==> src/rtl/act_requant_if.sv <==
// act_requant_if: input-sum and output-activation handshakes plus status of the requant stage.
interface act_requant_if #(
    parameter int VECTOR_WIDTH = 4,
    parameter int IN_WIDTH = 16,
    parameter int OUT_WIDTH = 8,
    parameter int FIFO_DEPTH = 4
);
    logic in_valid, in_ready, relu_en;
    logic [VECTOR_WIDTH-1:0][IN_WIDTH-1:0] sum_in;
    logic [3:0] shift_amt;
    logic out_valid, out_ready;
    logic [VECTOR_WIDTH-1:0][OUT_WIDTH-1:0] act_out;
    logic [$clog2(FIFO_DEPTH+1)-1:0] count;
    logic clr_sat, sat_flag;
    modport master (
        output in_valid, sum_in, shift_amt, relu_en, out_ready, clr_sat,
        input in_ready, out_valid, act_out, count, sat_flag
    );
    modport slave (
        input in_valid, sum_in, shift_amt, relu_en, out_ready, clr_sat,
        output in_ready, out_valid, act_out, count, sat_flag
    );
endinterface

==> src/rtl/act_requant.sv <==
// act_requant: rounding shift, optional ReLU and saturation of FMA sums, buffered in an output FIFO.
module act_requant #(
    parameter int VECTOR_WIDTH = 4,
    parameter int IN_WIDTH = 16,
    parameter int OUT_WIDTH = 8,
    parameter int FIFO_DEPTH = 4
) (
    input logic clk,
    input logic rstn,
    act_requant_if.slave bus
);
    localparam int CW = $clog2(FIFO_DEPTH + 1);
    localparam int PW = $clog2(FIFO_DEPTH);
    localparam logic signed [IN_WIDTH:0] MAXV = (IN_WIDTH+1)'((1 << (OUT_WIDTH - 1)) - 1);
    localparam logic signed [IN_WIDTH:0] MINV = ~MAXV;
    logic s1_valid, s1_relu, accept, pop;
    logic [VECTOR_WIDTH-1:0][IN_WIDTH:0] s1_r;
    logic [IN_WIDTH:0] bias;
    logic [VECTOR_WIDTH-1:0][OUT_WIDTH-1:0] wr_data;
    logic [VECTOR_WIDTH-1:0] lane_sat;
    logic [VECTOR_WIDTH-1:0][OUT_WIDTH-1:0] mem [FIFO_DEPTH];
    logic [PW-1:0] wr_ptr, rd_ptr;
    logic [CW-1:0] count;
    logic sat_flag;
    // (1<<s)>>1 yields the half-LSB rounding bias, and zero when s is 0
    assign bias = ((IN_WIDTH+1)'(1) << bus.shift_amt) >> 1;
    assign bus.in_ready = rstn && ({1'b0, count} + (CW+1)'(s1_valid) < (CW+1)'(FIFO_DEPTH));
    assign accept = bus.in_valid && bus.in_ready;
    assign bus.out_valid = count != '0;
    assign pop = bus.out_valid && bus.out_ready;
    assign bus.act_out = bus.out_valid ? mem[rd_ptr] : '0;
    assign bus.count = count;
    assign bus.sat_flag = sat_flag;
    for (genvar i = 0; i < VECTOR_WIDTH; i++) begin : g_lane
        logic signed [IN_WIDTH:0] r, v;
        assign r = $signed(s1_r[i]);
        assign v = (s1_relu && r < 0) ? '0 : r;
        assign lane_sat[i] = v > MAXV || v < MINV;
        assign wr_data[i] = v > MAXV ? MAXV[OUT_WIDTH-1:0] : v < MINV ? MINV[OUT_WIDTH-1:0] : v[OUT_WIDTH-1:0];
    end
    always_ff @(posedge clk) begin
        if (accept) begin
            s1_relu <= bus.relu_en;
            for (int j = 0; j < VECTOR_WIDTH; j++)
                s1_r[j] <= ($signed({bus.sum_in[j][IN_WIDTH-1], bus.sum_in[j]}) + $signed(bias)) >>> bus.shift_amt;
        end
        if (s1_valid) mem[wr_ptr] <= wr_data;
    end
    always_ff @(posedge clk) begin
        if (!rstn) begin
            s1_valid <= 1'b0;
            count <= '0;
            wr_ptr <= '0;
            rd_ptr <= '0;
            sat_flag <= 1'b0;
        end else begin
            s1_valid <= accept;
            count <= count + CW'(s1_valid) - CW'(pop);
            if (s1_valid) wr_ptr <= wr_ptr + PW'(1);
            if (pop) rd_ptr <= rd_ptr + PW'(1);
            sat_flag <= (s1_valid && |lane_sat) || (sat_flag && !bus.clr_sat);
        end
    end
endmodule

==> src/flat_wrapper.sv <==
// flat-port wrapper written by rule: the top's interface ports become plain ports
module act_requant_flat 
#(
    parameter int VECTOR_WIDTH = 4,
    parameter int IN_WIDTH = 16,
    parameter int OUT_WIDTH = 8,
    parameter int FIFO_DEPTH = 4
)
  (clk, rstn, bus_in_valid, bus_sum_in, bus_shift_amt, bus_relu_en, bus_out_ready, bus_clr_sat, bus_in_ready, bus_out_valid, bus_act_out, bus_count, bus_sat_flag);
  act_requant_if #(.VECTOR_WIDTH(VECTOR_WIDTH), .IN_WIDTH(IN_WIDTH), .OUT_WIDTH(OUT_WIDTH), .FIFO_DEPTH(FIFO_DEPTH)) bus_i ();
  input logic clk;
  input logic rstn;
  input wire logic [$bits(bus_i.in_valid)-1:0] bus_in_valid;
  input wire logic [$bits(bus_i.sum_in)-1:0] bus_sum_in;
  input wire logic [$bits(bus_i.shift_amt)-1:0] bus_shift_amt;
  input wire logic [$bits(bus_i.relu_en)-1:0] bus_relu_en;
  input wire logic [$bits(bus_i.out_ready)-1:0] bus_out_ready;
  input wire logic [$bits(bus_i.clr_sat)-1:0] bus_clr_sat;
  output wire logic [$bits(bus_i.in_ready)-1:0] bus_in_ready;
  output wire logic [$bits(bus_i.out_valid)-1:0] bus_out_valid;
  output wire logic [$bits(bus_i.act_out)-1:0] bus_act_out;
  output wire logic [$bits(bus_i.count)-1:0] bus_count;
  output wire logic [$bits(bus_i.sat_flag)-1:0] bus_sat_flag;
  assign bus_i.in_valid = bus_in_valid;
  assign bus_i.sum_in = bus_sum_in;
  assign bus_i.shift_amt = bus_shift_amt;
  assign bus_i.relu_en = bus_relu_en;
  assign bus_i.out_ready = bus_out_ready;
  assign bus_i.clr_sat = bus_clr_sat;
  assign bus_in_ready = bus_i.in_ready;
  assign bus_out_valid = bus_i.out_valid;
  assign bus_act_out = bus_i.act_out;
  assign bus_count = bus_i.count;
  assign bus_sat_flag = bus_i.sat_flag;
  act_requant #(.VECTOR_WIDTH(VECTOR_WIDTH), .IN_WIDTH(IN_WIDTH), .OUT_WIDTH(OUT_WIDTH), .FIFO_DEPTH(FIFO_DEPTH)) u_core (.clk(clk), .rstn(rstn), .bus(bus_i));
endmodule
==> config.mk <==
export PLATFORM = sky130hd
export DESIGN_NAME = act_requant_flat
export DESIGN_NICKNAME = d
export VERILOG_FILES = /design/src/rtl/act_requant_if.sv /design/src/rtl/act_requant.sv /design/src/flat_wrapper.sv
export SDC_FILE = /design/constraint.sdc
export NUM_CORES = 1
export LEC_CHECK = 0
export BUFFER_PORTS_ARGS = -buffer_cell sky130_fd_sc_hd__buf_2
export CORE_ASPECT_RATIO = 0.8
export CORE_MARGIN = 2
export CORE_UTILIZATION = 34
export DETAILED_ROUTE_END_ITERATION = 12
export GPL_TIMING_DRIVEN = 0
export PLACE_DENSITY_LB_ADDON = 0.1
export SETUP_SLACK_MARGIN = 0.5
export SLEW_MARGIN = 25
export SYNTH_ARGS = -nofsm -noshare
export SYNTH_HDL_FRONTEND = slang
export SYNTH_SLANG_ARGS = --single-unit
==> constraint.sdc <==
create_clock -name clk -period 15.8 [get_ports clk]
set_input_delay 3.16 -clock clk [delete_from_list [all_inputs] [get_ports clk]]
set_output_delay 3.16 -clock clk [all_outputs]
set_load 0.03 [all_outputs]
==> qor.txt <==
Status = finished clean
H-tree Lvls = 1
Die X = 240 um
Slew HR = 23.0%
Overall routing resource usage = 23.6%
P_leak = 6.21 nW
Achievable Freq = 0.0972 GHz
Io pins = 112
Post-synth EDFFs = 197
Worst Setup Start Kind = input port
Starting Density = 34.3%
Pins Over Slew Limit = 0
Internal Pwr Total = 0.00114 W
DRT iter0 DRCs = 1,483
Critical Path AT = 10.59 ns
Hold_buf cts = 0
CTS resizes = 0
Finished Core Util = 38.8%
Slew @ Worst Pin = 1.15 ns
Final setup fails = 0
Final Hold Viols = 0
Crit Path Max Fanout = 11
Final Routed Wirelength = 54,600 um
Logic pwr share = 36.9%
Number of global-route vias before repair = 12,900
Max-cap check violation count = 0
CTS buffer count = 19
VDD IR max = 74.1 uV
Worst setup EP type = register
Mapped cell area = 15,200 um2
Final #Nets = 1,730
Setup TNS = 0 ns
Area growth, synth to finish = 13.0%
Vias = 13,000
Insertion delay to the later sink of the worst-skew pair = 0.48 ns
Initial antenna violation count = 0
TritonCTS clock tree = yes
Share of flip-flops with an asynchronous set or reset = 0%
Via density = 5.87
Yosys warns = 0
Hold/Removal Path Class = register to register
Gpl congestion = 0.960
DRC = 0
Post-Syn Nets = 1,604
Switching pwr = 0.000623 W
Seq cells post-synth = 208
Syn_area_per_cell = 10.3 um2
Seq pwr share = 38.3%
Post-DP HPWL = 42,400 um
Top_reg_cell synth = edfxtp_1
Drt pass-1 iters = 5
IO buf count = 100
WL/cell = 24.6 um
Register area share after synthesis = 40.5%
Crit Path Class = input port to register
Final ANT Viol Nets = 0
Post-synth cell types = 105
Part of the power in the clock network = 24.8%
Root buffer cell = clkbuf_16
CORE AREA = 44,200 um2
Pwr dens = 103 nW/um2
Largest net degree at the start of global routing = 51
Setup repair after global routing missed its margin = no
Clk slew on worst S/H paths = 0.06 ns
Fin Clk Skew = 0.0101 ns
CTS Buffer Depth = 3
Post CTS Setup Buffer Count = 0
Std cell rows = 69
# clock sinks = 208
Sw frac = 35.3%
Layout cell share with drive strength beyond 1 = 15.4%
Global route total overflow = 0
Clock period minus worst slack = 10.29 ns
Die Ht = 193 um
Period utilisation layout = 65.1%
Synthesized instance count = 1,478
Required time of the critical path = 16.10 ns
Total die area = 46,300 um2
First-pass GRT wire length = 81,600 um
==> kinds of logic (layout without fill, tap and decap cells) <==
group,Yosys count,after routing,share of synthesized area (%)
buf+inv,128,266,3.42
xor+xnor,74,74,4.32
fa+ha+maj,56,56,4.61
mux,109,109,10.7
simple gates,444,444,15.0
flops,208,208,40.5
compound gates,459,459,21.5
other cells,0,1,0
==> synth_stat cells (40+ instances only) <==
library cell	instances	share of area, %
a21o_1	51	2.5
a21oi_1	99	3.3
and2_1	54	2.2
clkbuf_1	67	1.7
edfxtp_1	197	39
ha_1	51	4.2
mux2i_1	50	3.3
mux4_2	40	5.9
nand2_1	117	2.9
nor2_1	105	2.6
o21ai_0	66	2.2
xnor2_1	50	2.9
==> worst max-delay path, stage by stage <==
cell and delay (ns):
buf_2 0.15, buf_2 0.29, buf_4 0.27, buf_2 0.33, buf_2 0.43, buf_2 0.39
buf_1 0.71, nand2_1 0.63, nor2_1 1.01, ha_1 0.34, nand3_1 0.22, or4b_1 0.66
a21oi_1 0.20, xor2_1 0.24, mux2i_1 0.24, a2111oi_1 0.86, mux2i_1 0.20, mux2i_1 0.22
==> path summary, 6_finish.rpt <==
| path | startpoint | endpoint | slack [ns] | depth (start not counted) |
|---|---|---|---|---|
| setup / recovery | bus_shift_amt[0] | u_core.g_lane[1].r[3] | 5.51 | 18 |
| hold / removal | u_core.rd_ptr[0] | u_core.rd_ptr[0] | 0.57 | 2 |
| setup reg to reg | u_core.bus.count[1] | u_core.bus.count[2] | 13.28 | 9 |
| hold reg to reg | u_core.rd_ptr[0] | u_core.rd_ptr[0] | 0.57 | 2 |
==> layout by cell type (no fill, tap or decap), types with 12 or more instances in the layout <==
cell / count
mux2_2: 17
nand3_1: 29
clkbuf_16: 19
clkbuf_1: 69
xor2_1: 23
nand4_1: 13
nor3_1: 25
o211ai_1: 29
edfxtp_1: 197
nor2b_1: 20
mux4_2: 40
o21ai_0: 66
o21ai_1: 14
a211oi_1: 23
and2_1: 49
o22ai_1: 12
nor4_1: 14
a21o_1: 51
nand2_1: 117
nor2_1: 101
ha_1: 51
a21oi_1: 99
xnor2_1: 50
buf_2: 115
and3_1: 14
inv_1: 23
buf_1: 13
a31oi_1: 16
mux2i_1: 50
o21a_1: 12
==> metrics by stage <==
stage	instance area [um2]	hold WS (ns)	cells	setup WS [ns]	total power, W
final	17100	0.567	2220	5.51	0.00176
after global routing	17100	0.589	2219	5.35	0.00186
after CTS	17100	0.574	2219	5.62	0.00178
after detailed placement	16500	0.554	2186	5.13	0.00134
after global placement	16400	0.548	2181	5.14	0.00133
after floorplan	15200	0.526	1478	8.25	0.00113
==> power by group through the flow <==
stage	Combinational [W]	Clock (W)	Sequential [W]
floorplan	0.000445	0	0.000690
global placement	0.000642	0	0.000689
detailed placement	0.000651	0	0.000687
CTS	0.000653	0.000453	0.000675
global route	0.000708	0.000475	0.000678
finish	0.000650	0.000438	0.000675
==> state kept, by name (all words and copies together), names as in the netlist, named ones only <==
register	cells
u_core.rd_ptr	2
u_core.s1_valid	1
u_core.wr_ptr	2
u_core.g_lane.r	68
u_core.bus.sat_flag	1
u_core.s1_relu	1
u_core.mem	128
u_core.bus.count	3
==> layer usage <==
layer / vias up / global-route usage (%) / part of all wire (%)
met3: 60 / 3.20 / 7.3
met4: 0 / 2.99 / 1.2
met5: - / 0 / 0
met2: 495 / 37.0 / 44
met1: 6499 / 35.5 / 47
li1: 5988 / - / -
==> area by class of cell <==
class | count | area (um2)
plain buffers | 99 | 410
clock inverters | 12 | 100
flip-flops and latches | 208 | 6140
diodes | 1 | 2.50
fillers | 4470 | 27100
clock buffers | 21 | 483
well taps | 603 | 754
multi-input cells | 1142 | 8530
inverters | 29 | 109
repair buffers | 105 | 608
Power figures use the tool's default switching activity.
